`config.mk`:
```
export PLATFORM = sky130hd
export DESIGN_NAME = cpu_boot_loader
export DESIGN_NICKNAME = d
export VERILOG_FILES = /design/src/rtl/boot_pkg.sv /design/src/rtl/boot_seg_counter.sv /design/src/rtl/cpu_boot_loader.sv
export SDC_FILE = /design/constraint.sdc
export NUM_CORES = 1
export LEC_CHECK = 0
export CAP_MARGIN = 20
export CORE_MARGIN = 4
export CORE_UTILIZATION = 50
export DETAILED_ROUTE_END_ITERATION = 10
export GPL_ROUTABILITY_DRIVEN = 0
export PLACE_DENSITY = 0.75
export SYNTH_ARGS = -nofsm -noshare
export SYNTH_HDL_FRONTEND = slang
export SYNTH_HIERARCHICAL = 1
export SYNTH_SLANG_ARGS = --single-unit
```
`constraint.sdc`:
```
create_clock -name clk -period 6.1 [get_ports clk]
set_input_delay 0.915 -clock clk [delete_from_list [all_inputs] [get_ports clk]]
set_output_delay 0.915 -clock clk [all_outputs]
set_load 0.02 [all_outputs]
```
`src/rtl/boot_pkg.sv`:
```
// Shared constants for the boot loader: state encodings, header field
// positions and bytes-per-word for each memory target.
package boot_pkg;

    typedef logic [2:0] boot_state_t;

    localparam boot_state_t ST_IDLE    = 3'd0;
    localparam boot_state_t ST_BASE    = 3'd1;
    localparam boot_state_t ST_DATA_LO = 3'd2;
    localparam boot_state_t ST_DATA_HI = 3'd3;
    localparam boot_state_t ST_RUN     = 3'd4;
    localparam boot_state_t ST_DONE    = 3'd5;
    localparam boot_state_t ST_ERR     = 3'd6;

    localparam int TGT_BIT   = 31;
    localparam int START_BIT = 30;
    localparam int CNT_MSB   = 15;

    localparam logic [3:0] IMEM_WORD_BYTES = 4'd4;
    localparam logic [3:0] DMEM_WORD_BYTES = 4'd8;

endpackage

```
`src/rtl/boot_seg_counter.sv`:
```
// Tracks the current write address and remaining word count of one segment;
// the step size is captured at load so the same counter serves IMEM and DMEM.
module boot_seg_counter (
    input  logic        clk,
    input  logic        rst,
    input  logic        load,
    input  logic [63:0] load_addr,
    input  logic [15:0] load_cnt,
    input  logic [3:0]  load_step,
    input  logic        step,
    output logic [63:0] addr,
    output logic        last
);

    logic [63:0] addr_reg;
    logic [15:0] remain_reg;
    logic [3:0]  step_reg;

    always_ff @(posedge clk) begin
        if (rst) begin
            addr_reg   <= 64'd0;
            remain_reg <= 16'd0;
            step_reg   <= 4'd0;
        end else if (load) begin
            addr_reg   <= load_addr;
            remain_reg <= load_cnt;
            step_reg   <= load_step;
        end else if (step) begin
            addr_reg   <= addr_reg + {60'd0, step_reg};
            remain_reg <= remain_reg - 16'd1;
        end
    end

    assign addr = addr_reg;
    assign last = (remain_reg == 16'd1);

endmodule

```
`src/rtl/cpu_boot_loader.sv`:
```
// Decodes a host word stream into IMEM/DMEM write segments, then enables the
// core for a bounded run window and reports done/err.
module cpu_boot_loader
    import boot_pkg::*;
#(
    parameter int          IMEM_AW    = 9,
    parameter int          DMEM_AW    = 10,
    parameter logic [31:0] MAX_CYCLES = 32'd100000
) (
    input  logic        clk,
    input  logic        rst,
    input  logic        s_valid,
    output logic        s_ready,
    input  logic [31:0] s_data,
    input  logic        stop,
    output logic [63:0] addr_ext,
    output logic        wen_ext,
    output logic [31:0] wdata_ext,
    output logic [63:0] addr_ext_2,
    output logic        wen_ext_2,
    output logic [63:0] wdata_ext_2,
    output logic        cpu_enable,
    output logic        busy,
    output logic        done,
    output logic        err,
    output logic [31:0] cycle_count
);

    boot_state_t state_reg, state_next;
    logic        tgt_reg, start_reg;
    logic [15:0] cnt_reg;
    logic [31:0] lo_reg;
    logic [31:0] count_reg;

    logic [63:0] addr_ext_reg, addr_ext_2_reg, wdata_ext_2_reg;
    logic [31:0] wdata_ext_reg;
    logic        wen_ext_reg, wen_ext_2_reg;

    logic        accept, run_active;
    logic        seg_load, seg_step, wr_imem, wr_dmem, seg_last;
    logic [63:0] seg_addr, seg_end, mem_bytes;
    logic        misaligned, overrun;

    assign s_ready = !rst && (state_reg == ST_IDLE || state_reg == ST_BASE ||
                              state_reg == ST_DATA_LO || state_reg == ST_DATA_HI);
    assign accept  = s_valid && s_ready;

    // The final strobe of a start segment overlaps the first RUN cycle; the core
    // is held off until that write has landed.
    assign run_active = (state_reg == ST_RUN) && !wen_ext_reg && !wen_ext_2_reg;

    // 64-bit span check: a 32-bit base plus at most 2^19 bytes cannot wrap.
    assign seg_end    = {32'd0, s_data} + (tgt_reg ? {45'd0, cnt_reg, 3'd0} : {46'd0, cnt_reg, 2'd0});
    assign mem_bytes  = tgt_reg ? (64'd8 << DMEM_AW) : (64'd4 << IMEM_AW);
    assign misaligned = tgt_reg ? (|s_data[2:0]) : (|s_data[1:0]);
    assign overrun    = seg_end > mem_bytes;

    boot_seg_counter u_seg (
        .clk       (clk),
        .rst       (rst),
        .load      (seg_load),
        .load_addr ({32'd0, s_data}),
        .load_cnt  (cnt_reg),
        .load_step (tgt_reg ? DMEM_WORD_BYTES : IMEM_WORD_BYTES),
        .step      (seg_step),
        .addr      (seg_addr),
        .last      (seg_last)
    );

    always_comb begin
        state_next = state_reg;
        seg_load   = 1'b0;
        seg_step   = 1'b0;
        wr_imem    = 1'b0;
        wr_dmem    = 1'b0;
        case (state_reg)
            ST_IDLE: begin
                if (accept) state_next = ST_BASE;
            end
            ST_BASE: begin
                if (accept) begin
                    if (misaligned || overrun) begin
                        state_next = ST_ERR;
                    end else if (cnt_reg == 16'd0) begin
                        state_next = start_reg ? ST_RUN : ST_IDLE;
                    end else begin
                        state_next = ST_DATA_LO;
                        seg_load   = 1'b1;
                    end
                end
            end
            ST_DATA_LO: begin
                if (accept) begin
                    if (tgt_reg) begin
                        state_next = ST_DATA_HI;
                    end else begin
                        wr_imem  = 1'b1;
                        seg_step = 1'b1;
                        if (seg_last) state_next = start_reg ? ST_RUN : ST_IDLE;
                    end
                end
            end
            ST_DATA_HI: begin
                if (accept) begin
                    wr_dmem    = 1'b1;
                    seg_step   = 1'b1;
                    state_next = seg_last ? (start_reg ? ST_RUN : ST_IDLE) : ST_DATA_LO;
                end
            end
            ST_RUN: begin
                if (run_active && (stop || (count_reg + 32'd1 == MAX_CYCLES)))
                    state_next = ST_DONE;
            end
            default: ;
        endcase
    end

    always_ff @(posedge clk) begin
        if (rst) begin
            state_reg       <= ST_IDLE;
            tgt_reg         <= 1'b0;
            start_reg       <= 1'b0;
            cnt_reg         <= 16'd0;
            lo_reg          <= 32'd0;
            count_reg       <= 32'd0;
            wen_ext_reg     <= 1'b0;
            wen_ext_2_reg   <= 1'b0;
            addr_ext_reg    <= 64'd0;
            wdata_ext_reg   <= 32'd0;
            addr_ext_2_reg  <= 64'd0;
            wdata_ext_2_reg <= 64'd0;
        end else begin
            state_reg     <= state_next;
            wen_ext_reg   <= wr_imem;
            wen_ext_2_reg <= wr_dmem;
            if (state_reg == ST_IDLE && accept) begin
                tgt_reg   <= s_data[TGT_BIT];
                start_reg <= s_data[START_BIT];
                cnt_reg   <= s_data[CNT_MSB:0];
            end
            if (state_reg == ST_DATA_LO && accept && tgt_reg)
                lo_reg <= s_data;
            if (wr_imem) begin
                addr_ext_reg  <= seg_addr;
                wdata_ext_reg <= s_data;
            end
            if (wr_dmem) begin
                addr_ext_2_reg  <= seg_addr;
                wdata_ext_2_reg <= {s_data, lo_reg};
            end
            if (run_active)
                count_reg <= count_reg + 32'd1;
        end
    end

    assign addr_ext    = addr_ext_reg;
    assign wen_ext     = wen_ext_reg;
    assign wdata_ext   = wdata_ext_reg;
    assign addr_ext_2  = addr_ext_2_reg;
    assign wen_ext_2   = wen_ext_2_reg;
    assign wdata_ext_2 = wdata_ext_2_reg;
    assign cpu_enable  = run_active;
    assign busy        = !(state_reg == ST_IDLE || state_reg == ST_DONE || state_reg == ST_ERR);
    assign done        = (state_reg == ST_DONE);
    assign err         = (state_reg == ST_ERR);
    assign cycle_count = count_reg;

endmodule

```
==> results of run 1 <==
-- layer usage --
metal | routed length [µm] | up-vias | global-route usage [%]
met5 | 0 | - | 0
met4 | 2020 | 0 | 11.1
met3 | 5220 | 134 | 6.06
met2 | 29100 | 854 | 47.6
met1 | 25800 | 9066 | 37.7
li1 | - | 9010 | -
-- repair_timing --
item | 4_1_cts | 5_1_grt
hold endpoints to repair | 0 | 0
setup endpoints to repair | 0 | 84
resized for setup | 0 | 5
buffers inserted | 0 | 1
-- synth_stat cells (4+ instances only) --
cell type,number
sky130_fd_sc_hd__a2111oi_0,16
sky130_fd_sc_hd__a211o_1,6
sky130_fd_sc_hd__a211oi_1,34
sky130_fd_sc_hd__a21o_1,8
sky130_fd_sc_hd__a21oi_1,335
sky130_fd_sc_hd__a311oi_1,20
sky130_fd_sc_hd__a31oi_1,13
sky130_fd_sc_hd__and2_1,12
sky130_fd_sc_hd__and3_1,22
sky130_fd_sc_hd__and4_1,25
sky130_fd_sc_hd__and4b_1,4
sky130_fd_sc_hd__buf_1,9
sky130_fd_sc_hd__buf_2,6
sky130_fd_sc_hd__buf_4,4
sky130_fd_sc_hd__clkbuf_1,151
sky130_fd_sc_hd__clkbuf_8,6
sky130_fd_sc_hd__dfxtp_1,395
sky130_fd_sc_hd__ha_1,26
sky130_fd_sc_hd__inv_1,35
sky130_fd_sc_hd__mux2_2,15
sky130_fd_sc_hd__mux2i_1,13
sky130_fd_sc_hd__nand2_1,674
sky130_fd_sc_hd__nand2b_1,5
sky130_fd_sc_hd__nand3_1,56
sky130_fd_sc_hd__nand3b_1,4
sky130_fd_sc_hd__nand4_1,44
sky130_fd_sc_hd__nor2_1,136
sky130_fd_sc_hd__nor2b_1,6
sky130_fd_sc_hd__nor3_1,39
sky130_fd_sc_hd__nor3b_1,5
sky130_fd_sc_hd__nor4_1,29
sky130_fd_sc_hd__nor4b_1,8
sky130_fd_sc_hd__o2111a_1,10
sky130_fd_sc_hd__o2111ai_1,5
sky130_fd_sc_hd__o211ai_1,15
sky130_fd_sc_hd__o21ai_0,47
sky130_fd_sc_hd__o22ai_1,5
sky130_fd_sc_hd__o31a_1,6
sky130_fd_sc_hd__o31ai_1,8
sky130_fd_sc_hd__or3_1,27
sky130_fd_sc_hd__or4_1,19
sky130_fd_sc_hd__xnor2_1,34
sky130_fd_sc_hd__xor2_1,37
-- through the flow --
step,setup slack [ns],utilization (%)
floorplan,0.510,-
global placement,-0.0468,60.1
detailed placement,-0.282,60.1
CTS,0.0704,64.1
global route,0.0720,64.2
finish,0.380,64.2
-- area by class of cell --
cell class / instances / area, µm²
tap: 468 / 586
timing repair buffer: 347 / 3390
multi-input combinational: 1867 / 10100
sequential: 395 / 7910
clock buffer: 53 / 1180
inverter: 37 / 143
antenna: 3 / 7.51
clock inverter: 24 / 295
fill: 3166 / 13200
-- power groups by stage --
stage | clock network, µW | registers [µW] | logic, µW
floorplan | 0 | 2660 | 194
detailed placement | 0 | 2660 | 326
global placement | 0 | 2660 | 319
global route | 2860 | 2610 | 362
finish | 2710 | 2610 | 338
CTS | 2760 | 2610 | 328
-- final timing paths --
path | from | to | slack (ns) | cells past startpoint
setup / recovery | tgt_reg | u_seg/addr[42] | 0.38 | 22
hold / removal | wdata_ext_2[53] | wdata_ext_2[53] | 0.45 | 2
hold reg to reg | wdata_ext_2[53] | wdata_ext_2[53] | 0.45 | 2
setup reg to reg | tgt_reg | u_seg/addr[42] | 0.38 | 22
-- cell usage in the layout, fill, tap and decap left out, drive strengths merged, types with 7 or more instances in the layout --
cell and instances:
o21ai 48, nor2 136, clkdlybuf4s50 297, nor4b 8, conb 34, mux2i 13, nand2 675, a311oi 20
a211oi 35, nand4 47, o2111a 10, a211o 7, nor4 32, clkinv 16, a21o 8, nor3 40
o211ai 15, dfxtp 395, clkbuf 53, xnor2 34, mux2 15, or3 28, a2111oi 16, a21oi 336
or4 21, a31oi 13, xor2 37, ha 26, and3 23, and4 27, nand3 57, buf 50
o31ai 8, inv 38, and2 15
-- kinds of logic after synthesis --
group,Yosys count,share of synthesized area (%)
other,1,0.0200
buffers and inverters,214,4.74
multiplexers,28,1.60
AO/OA/AOI/OAI,563,18.2
AND/OR/NAND/NOR,1143,28.0
adder cells (fa/ha/maj),28,1.95
flip-flops,395,42.2
XOR/XNOR,71,3.32
-- critical path: cells and delay by family, from the launching register on --
family	cells	cell delay (ns)
and+or+nand+nor	4	0.90
AOI/OAI and AO/OA	11	2.60
DFF	1	0.46
muxes	1	0.41
buffers and inverters	3	0.49
xor gates and xnor gates	1	0.08
adders and majority gates	2	0.60
==> impl_results.md, run 1 <==
- Sink Count: 395
- Unrepaired setup endpoints after global routing: false
- Clock group share of total power: 48.0%
- Initial Utilization: 50.9%
- Leakage: 0.00792 µW
- Clock slew at reported path FFs: 0.06 ns
- Cells taking the most area after synthesis: sky130_fd_sc_hd__dfxtp_1, sky130_fd_sc_hd__nand2_1, sky130_fd_sc_hd__a21oi_1, sky130_fd_sc_hd__clkbuf_1, sky130_fd_sc_hd__nor2_1
- Startpoint type of the worst setup path: flop
- Largest net degree at the start of global routing: 139
- Switching share of power: 23.3%
- Clk buf depth: 3
- Clk root buf: sky130_fd_sc_hd__clkbuf_16
- Share of cells above drive strength 1: 6.46%
- Vias per inst: 5.97
- Setup violations, final: 0
- Top fanout value on the critical path: 25
- Final net count: 2755
- Pwr Density: 240 nW/µm²
- Post-route clock period utilization: 93.8%
- TritonCTS clock tree: done
- Detailed Route Iter0 Violations: 1653
- Final HPWL DP: 42.6 mm
- Primary FF master, synth: sky130_fd_sc_hd__dfxtp_1
- Std-Cell Core Area: 36800 µm²
- Clk_skew: 0.0113 ns
- Number of distinct standard cells referenced by the synthesized netlist: 87
- GR Util All Layers: 29.0%
- Capturing element type of the critical path: flop
- Hold buffer count at CTS: 0
- CTS buffer count: 43
- Number of global-route vias before repair: 17800
- Final ANT Viol Nets: 0
- Flops & latches, synth: 395
- Max Clock Freq: 175 MHz
- Power share of the combinational group: 6.0%
- Maximum level of the CTS H-tree: 2
- Final instance count without filler cells: 3194
- Worst endpoint required time: 6.52 ns
- CP Class: reg2reg
- Post-place instance area: 22100 µm²
- Net Sw Power: 1320 µW
- Minimum clock period after layout: 5.72 ns
- Final Slew Violations: 0
- Class of the most critical hold timing path: reg2reg
- WL per Instance: 19.5 µm
- Total Neg Setup Slack: 0 ns
- Share of flip-flops with an asynchronous set or reset: 0%
- Die Outline Area: 40600 µm²
- Synthesized instance count: 2443
- Clock latency on the worst-skew pair: 0.57 ns
- Outcome: complete, no violations
- Proportion of power drawn by flip-flops and latches: 46.1%
- Post-synth EDFFs: 0
- Sequential area share after synthesis: 42.2%
- Worst Tran Pin Value: 0.985 ns
- Total design power: 5660 µW
- Cell type with the largest total area after synthesis: sky130_fd_sc_hd__dfxtp_1
- Yosys Warn Count: 6
- Number of antenna violations at the first check in global routing: 3
- DRC violation count after routing: 0
- Vias: 19100
- Crit-path slowest cell: sky130_fd_sc_hd__dfxtp_2
- First-pass GRT wire length: 97.0 mm
- Worst-case headroom to the max-slew limit: 34.3%
- Post-route cell area: 23600 µm²
- Total global routing overflow: 0
- Share of the synthesized area in the top cell type: 42.2%
- Std-Cell Rows: 70
- Average instance area after synthesis: 7.67 µm²
- Crit path largest cell delay: 0.46 ns
- Count of endpoints failing hold in the final timing report: 0
- Internal power: 4340 µW
- Worst-case vdd ir drop: 0.276 mV
- Total of buffers placed on input and output ports: 298
- Layout overhead on the synthesized area: 26.1%
- Worst Hold Margin: 0.450 ns
- Signal arrival time at the worst endpoint: 6.14 ns
- Number of iterations in the first detailed-routing pass: 6
- Top-level port count: 299
- Die height: 202 µm
- Die outline width: 202 µm
- Count of maximum capacitance violations: 0
- Cell area after synthesis: 18700 µm²
- CP Cell Sequence: mux2_2 -> ha_1 -> a211oi_1 -> o211ai_1 -> a31o_2 -> a21oi_1 -> o21bai_1 -> a21oi_1 -> xnor2_1 -> ha_1 -> inv_1 -> a221oi_1 -> o2111ai_1 -> nor4_1 -> nand2_1 -> a2111oi_2 -> nand4_1 -> nor3_4 -> buf_12 -> buf_4 -> a311oi_1 -> a2111oi_0
- Wire length after detailed routing: 62.2 mm
- # placed instances: 3113
(Power assumes the default switching activity.)
==> inputs of run 2 (changes only) <==
- ABC_AREA: unset -> 1
==> impl_results.md, run 2 <==
- Outcome: complete, no violations (unchanged)
- Final HPWL DP: 48.1 mm (was 42.6 mm)
- Share of flip-flops with an asynchronous set or reset: 0% (unchanged)
- Sink Count: 395 (unchanged)
- Share of cells above drive strength 1: 5.49% (was 6.46%)
- Std-Cell Core Area: 39100 µm² (was 36800 µm²)
- Number of antenna violations at the first check in global routing: 1 (was 3)
- Final ANT Viol Nets: 0 (unchanged)
- Clk root buf: sky130_fd_sc_hd__clkbuf_16 (unchanged)
- Commonest non-fill, non-tap cells in the layout: sky130_fd_sc_hd__nor2_1, sky130_fd_sc_hd__nand2_1, sky130_fd_sc_hd__dfxtp_1, sky130_fd_sc_hd__o21ai_0, sky130_fd_sc_hd__clkdlybuf4s50_1 (was sky130_fd_sc_hd__nand2_1, sky130_fd_sc_hd__dfxtp_1, sky130_fd_sc_hd__a21oi_1, sky130_fd_sc_hd__clkdlybuf4s50_1, sky130_fd_sc_hd__nor2_1)
- Post-CTS Repair Setup Buffers: 0 (unchanged)
- Die outline width: 208 µm (was 202 µm)
- Count of maximum capacitance violations: 0 (unchanged)
- Max Clock Freq: 205 MHz (was 175 MHz)
- Pwr Density: 224 nW/µm² (was 240 nW/µm²)
- Die height: 208 µm (was 202 µm)
- Most common cell type on the critical path: sky130_fd_sc_hd__nand3_1
- Post-route cell area: 24800 µm² (was 23600 µm²)
- Internal power: 4160 µW (was 4340 µW)
- Signal arrival time at the worst endpoint: 5.36 ns (was 6.14 ns)
- Count of buffer and inverter cells on the critical path: 2 (was 3)
- Top fanout value on the critical path: 39 (was 25)
- WL per Instance: 17.5 µm (was 19.5 µm)
- Most common library cell in the layout ignoring fill and taps: sky130_fd_sc_hd__nor2_1 (was sky130_fd_sc_hd__nand2_1)
- Flops & latches, synth: 395 (unchanged)
- Crit-path slowest cell: sky130_fd_sc_hd__nor2_4 (was sky130_fd_sc_hd__dfxtp_2)
- Average instance area after synthesis: 6.57 µm² (was 7.67 µm²)
- Wire length after detailed routing: 67.3 mm (was 62.2 mm)
- Post-route clock period utilization: 79.9% (was 93.8%)
- Final net count: 3371 (was 2755)
- Clk buf depth: 3 (unchanged)
- Worst setup timing slack at the placement stage: 0.770 ns (was -0.282 ns)
- Post-synth EDFFs: 0 (unchanged)
- Share of the synthesized area in the top cell type: 39.6% (was 42.2%)
- Leakage: 0.0101 µW (was 0.00792 µW)
- First-pass GRT wire length: 106 mm (was 97.0 mm)
- CP Class: in2reg (was reg2reg)
- Vias: 21400 (was 19100)
- Net Sw Power: 1390 µW (was 1320 µW)
- ANT cells: 0 (was 3)
- Initial Utilization: 51.1% (was 50.9%)
- Minimum clock period after layout: 4.87 ns (was 5.72 ns)
- Power share of the combinational group: 8.0% (was 6.0%)
- Area occupied by multi-input gates: 10700 µm² (was 10100 µm²)
- Number of global-route vias before repair: 19600 (was 17800)
- Total Neg Setup Slack: 0 ns (unchanged)
- Top-level port count: 299 (unchanged)
- Post-place instance area: 23500 µm² (was 22100 µm²)
- Cell area after synthesis: 20000 µm² (was 18700 µm²)
- Worst-case headroom to the max-slew limit: 26.2% (was 34.3%)
- CP Cell Sequence: clkdlybuf4s50_1 -> ha_1 -> nand2_1 -> nor2_1 -> nand3_1 -> nand3_1 -> xnor2_1 -> ha_1 -> nand3b_1 -> nor2_1 -> nand3_1 -> nor3_1 -> nand3_1 -> nor2_1 -> nand2_1 -> nor2_1 -> nand3_1 -> nand2_1 -> nand2_1 -> nor2_4 -> nor2_4 -> buf_4 -> o21ai_0 -> a21oi_1 (was mux2_2 -> ha_1 -> a211oi_1 -> o211ai_1 -> a31o_2 -> a21oi_1 -> o21bai_1 -> a21oi_1 -> xnor2_1 -> ha_1 -> inv_1 -> a221oi_1 -> o2111ai_1 -> nor4_1 -> nand2_1 -> a2111oi_2 -> nand4_1 -> nor3_4 -> buf_12 -> buf_4 -> a311oi_1 -> a2111oi_0)
- Clock slew at reported path FFs: 0.06 ns (about the same)
- Unrepaired setup endpoints after global routing: false (unchanged)
- Final Slew Violations: 0 (unchanged)
- Cell type with the largest total area after synthesis: sky130_fd_sc_hd__dfxtp_1 (unchanged)
- Worst Tran Pin Value: 1.11 ns (was 0.985 ns)
- TritonCTS clock tree: done (unchanged)
- Maximum level of the CTS H-tree: 2 (unchanged)
- Vias per inst: 5.55 (was 5.97)
- Yosys Warn Count: 6 (unchanged)
- Worst endpoint required time: 6.59 ns (was 6.52 ns)
- Clk_skew: 0.0146 ns (was 0.0113 ns)
- Worst-case vdd ir drop: 0.165 mV (was 0.276 mV)
- Number of gates resized after CTS: 0 (unchanged)
- Switching share of power: 25.1% (was 23.3%)
- Proportion of power drawn by flip-flops and latches: 47.1% (was 46.1%)
- Most numerous cell types in the synthesized netlist: sky130_fd_sc_hd__nor2_1, sky130_fd_sc_hd__nand2_1, sky130_fd_sc_hd__dfxtp_1 (was sky130_fd_sc_hd__nand2_1, sky130_fd_sc_hd__dfxtp_1, sky130_fd_sc_hd__a21oi_1)
- Worst Hold Margin: 0.477 ns (was 0.450 ns)
- Top delay family on crit path: simple AND/OR/NAND/NOR gates (was compound AO/OA/AOI/OAI gates)
- Clock group share of total power: 44.9% (was 48.0%)
- CTS buffer count: 43 (unchanged)
- Synthesized instance count: 3038 (was 2443)
- Most instantiated library cell after synthesis: sky130_fd_sc_hd__nor2_1 (was sky130_fd_sc_hd__nand2_1)
- Largest net degree at the start of global routing: 117 (was 139)
- Cells taking the most area after synthesis: sky130_fd_sc_hd__dfxtp_1, sky130_fd_sc_hd__nor2_1, sky130_fd_sc_hd__nand2_1, sky130_fd_sc_hd__o21ai_0, sky130_fd_sc_hd__inv_1 (was sky130_fd_sc_hd__dfxtp_1, sky130_fd_sc_hd__nand2_1, sky130_fd_sc_hd__a21oi_1, sky130_fd_sc_hd__clkbuf_1, sky130_fd_sc_hd__nor2_1)
- Crit path largest cell delay: 0.76 ns (was 0.46 ns)
- Startpoint type of the worst setup path: input pin (was flop)
- Count of endpoints failing hold in the final timing report: 0 (unchanged)
- Detailed Route Iter0 Violations: 2315 (was 1653)
- Layout overhead on the synthesized area: 24.4% (was 26.1%)
- Total global routing overflow: 0 (unchanged)
- Class of the most critical hold timing path: reg2reg (unchanged)
- Sequential area share after synthesis: 39.6% (was 42.2%)
- Worst Setup Slack, final: 1.23 ns (was 0.380 ns)
- Fill count: 3636 (was 3166)
- Number of distinct standard cells referenced by the synthesized netlist: 48 (was 87)
- FF+latch area: 7910 µm² (about the same)
- Post-Route Utilization: 63.5% (was 64.2%)
- Number of iterations in the first detailed-routing pass: 9 (was 6)
- Setup violations, final: 0 (unchanged)
- Die Outline Area: 43200 µm² (was 40600 µm²)
- Primary FF master, synth: sky130_fd_sc_hd__dfxtp_1 (unchanged)
- Hold buffer count at CTS: 0 (unchanged)
- Total of buffers placed on input and output ports: 298 (unchanged)
- Capturing element type of the critical path: flop (unchanged)
- Std-Cell Rows: 72 (was 70)
- Clock latency on the worst-skew pair: 0.57 ns (about the same)
- GR Util All Layers: 29.5% (was 29.0%)
- DRC violation count after routing: 0 (unchanged)
[run 2: cell count changes in the layout (fill, tap and decap cells not counted), moves of 33 or more]
cell | before | now
sky130_fd_sc_hd__inv_1 | 33 | 247
sky130_fd_sc_hd__a21oi_1 | 335 | 148
sky130_fd_sc_hd__nand2_1 | 673 | 619
sky130_fd_sc_hd__o21ai_0 | 47 | 337
sky130_fd_sc_hd__nand3_1 | 55 | 130
sky130_fd_sc_hd__a22oi_1 | 1 | 53
sky130_fd_sc_hd__nor2_1 | 136 | 677
sky130_fd_sc_hd__a211oi_1 | 34 | 1
[run 2: cell type report]
type                    instances  share of cell area, %
clock buffers                  61                   5.01
clock inverters                13                  0.388
flip-flops and latches        395                   31.8
inverters                     256                   3.90
repair buffers                328                   13.1
multi-input cells            2283                   43.1
well taps                     518                   2.61
[run 2: power by group through the flow]
stage	Combinational [µW]	Sequential (µW)	Clock [µW]
3_3_place_gp	427	2670	0
3_5_place_dp	434	2670	0
4_1_cts	436	2610	2530
5_1_grt	493	2620	2630
2_1_floorplan	273	2670	0
6_report	446	2610	2500
[run 2: path summary, 6_finish.rpt]
check,from,endpoint,slack [ns],cells after the start
setup / recovery,s_data[10],u_seg/addr[44],1.23,24
setup reg to reg,tgt_reg,u_seg/addr[44],1.44,25
hold / removal,wdata_ext_2[28],wdata_ext_2[28],0.48,2
hold reg to reg,wdata_ext_2[28],wdata_ext_2[28],0.48,2
[run 2: metrics by stage]
step	power [µW]	std cells
floorplan	2940	3071
global placement	3100	3778
detailed placement	3100	3778
CTS	5580	3852
global route	5740	3854
finish	5560	3854
[run 2: worst reg2reg max path, cell delays in order (launching register included)]
cell and delay (ns):
sky130_fd_sc_hd__dfxtp_1 0.33, sky130_fd_sc_hd__buf_4 0.28, sky130_fd_sc_hd__o21ai_0 0.22, sky130_fd_sc_hd__ha_1 0.44, sky130_fd_sc_hd__nand2_1 0.13, sky130_fd_sc_hd__nor2_1 0.16, sky130_fd_sc_hd__nand3_1 0.09, sky130_fd_sc_hd__nand3_1 0.14
sky130_fd_sc_hd__xnor2_1 0.13, sky130_fd_sc_hd__ha_1 0.24, sky130_fd_sc_hd__nand3b_1 0.08, sky130_fd_sc_hd__nor2_1 0.04, sky130_fd_sc_hd__nand3_1 0.07, sky130_fd_sc_hd__nor3_1 0.05, sky130_fd_sc_hd__nand3_1 0.09, sky130_fd_sc_hd__nor2_1 0.04
sky130_fd_sc_hd__nand2_1 0.05, sky130_fd_sc_hd__nor2_1 0.05, sky130_fd_sc_hd__nand3_1 0.08, sky130_fd_sc_hd__nand2_1 0.06, sky130_fd_sc_hd__nand2_1 0.12, sky130_fd_sc_hd__nor2_4 0.08, sky130_fd_sc_hd__nor2_4 0.76, sky130_fd_sc_hd__buf_4 0.52
sky130_fd_sc_hd__o21ai_0 0.17, sky130_fd_sc_hd__a21oi_1 0.15
[run 2: per-layer routing]
layer | global-route usage, % | wire [µm] | vias up
met1 | 40.0 | 28500 | 9849
met4 | 11.9 | 2880 | 0
met2 | 47.3 | 30400 | 1015
met5 | 0 | 0 | -
met3 | 4.41 | 5540 | 202
li1 | - | - | 10300
[run 2: cell families (layout without fill, tap and decap cells)]
family	Yosys count	count (layout)	synth area share, %
fa+ha+maj	28	28	1.83
compound gates	593	593	16.1
buf+inv	393	658	7.52
other cells	1	34	0.0188
simple gates	1579	1579	32.8
flops	395	395	39.6
xor+xnor	49	49	2.15
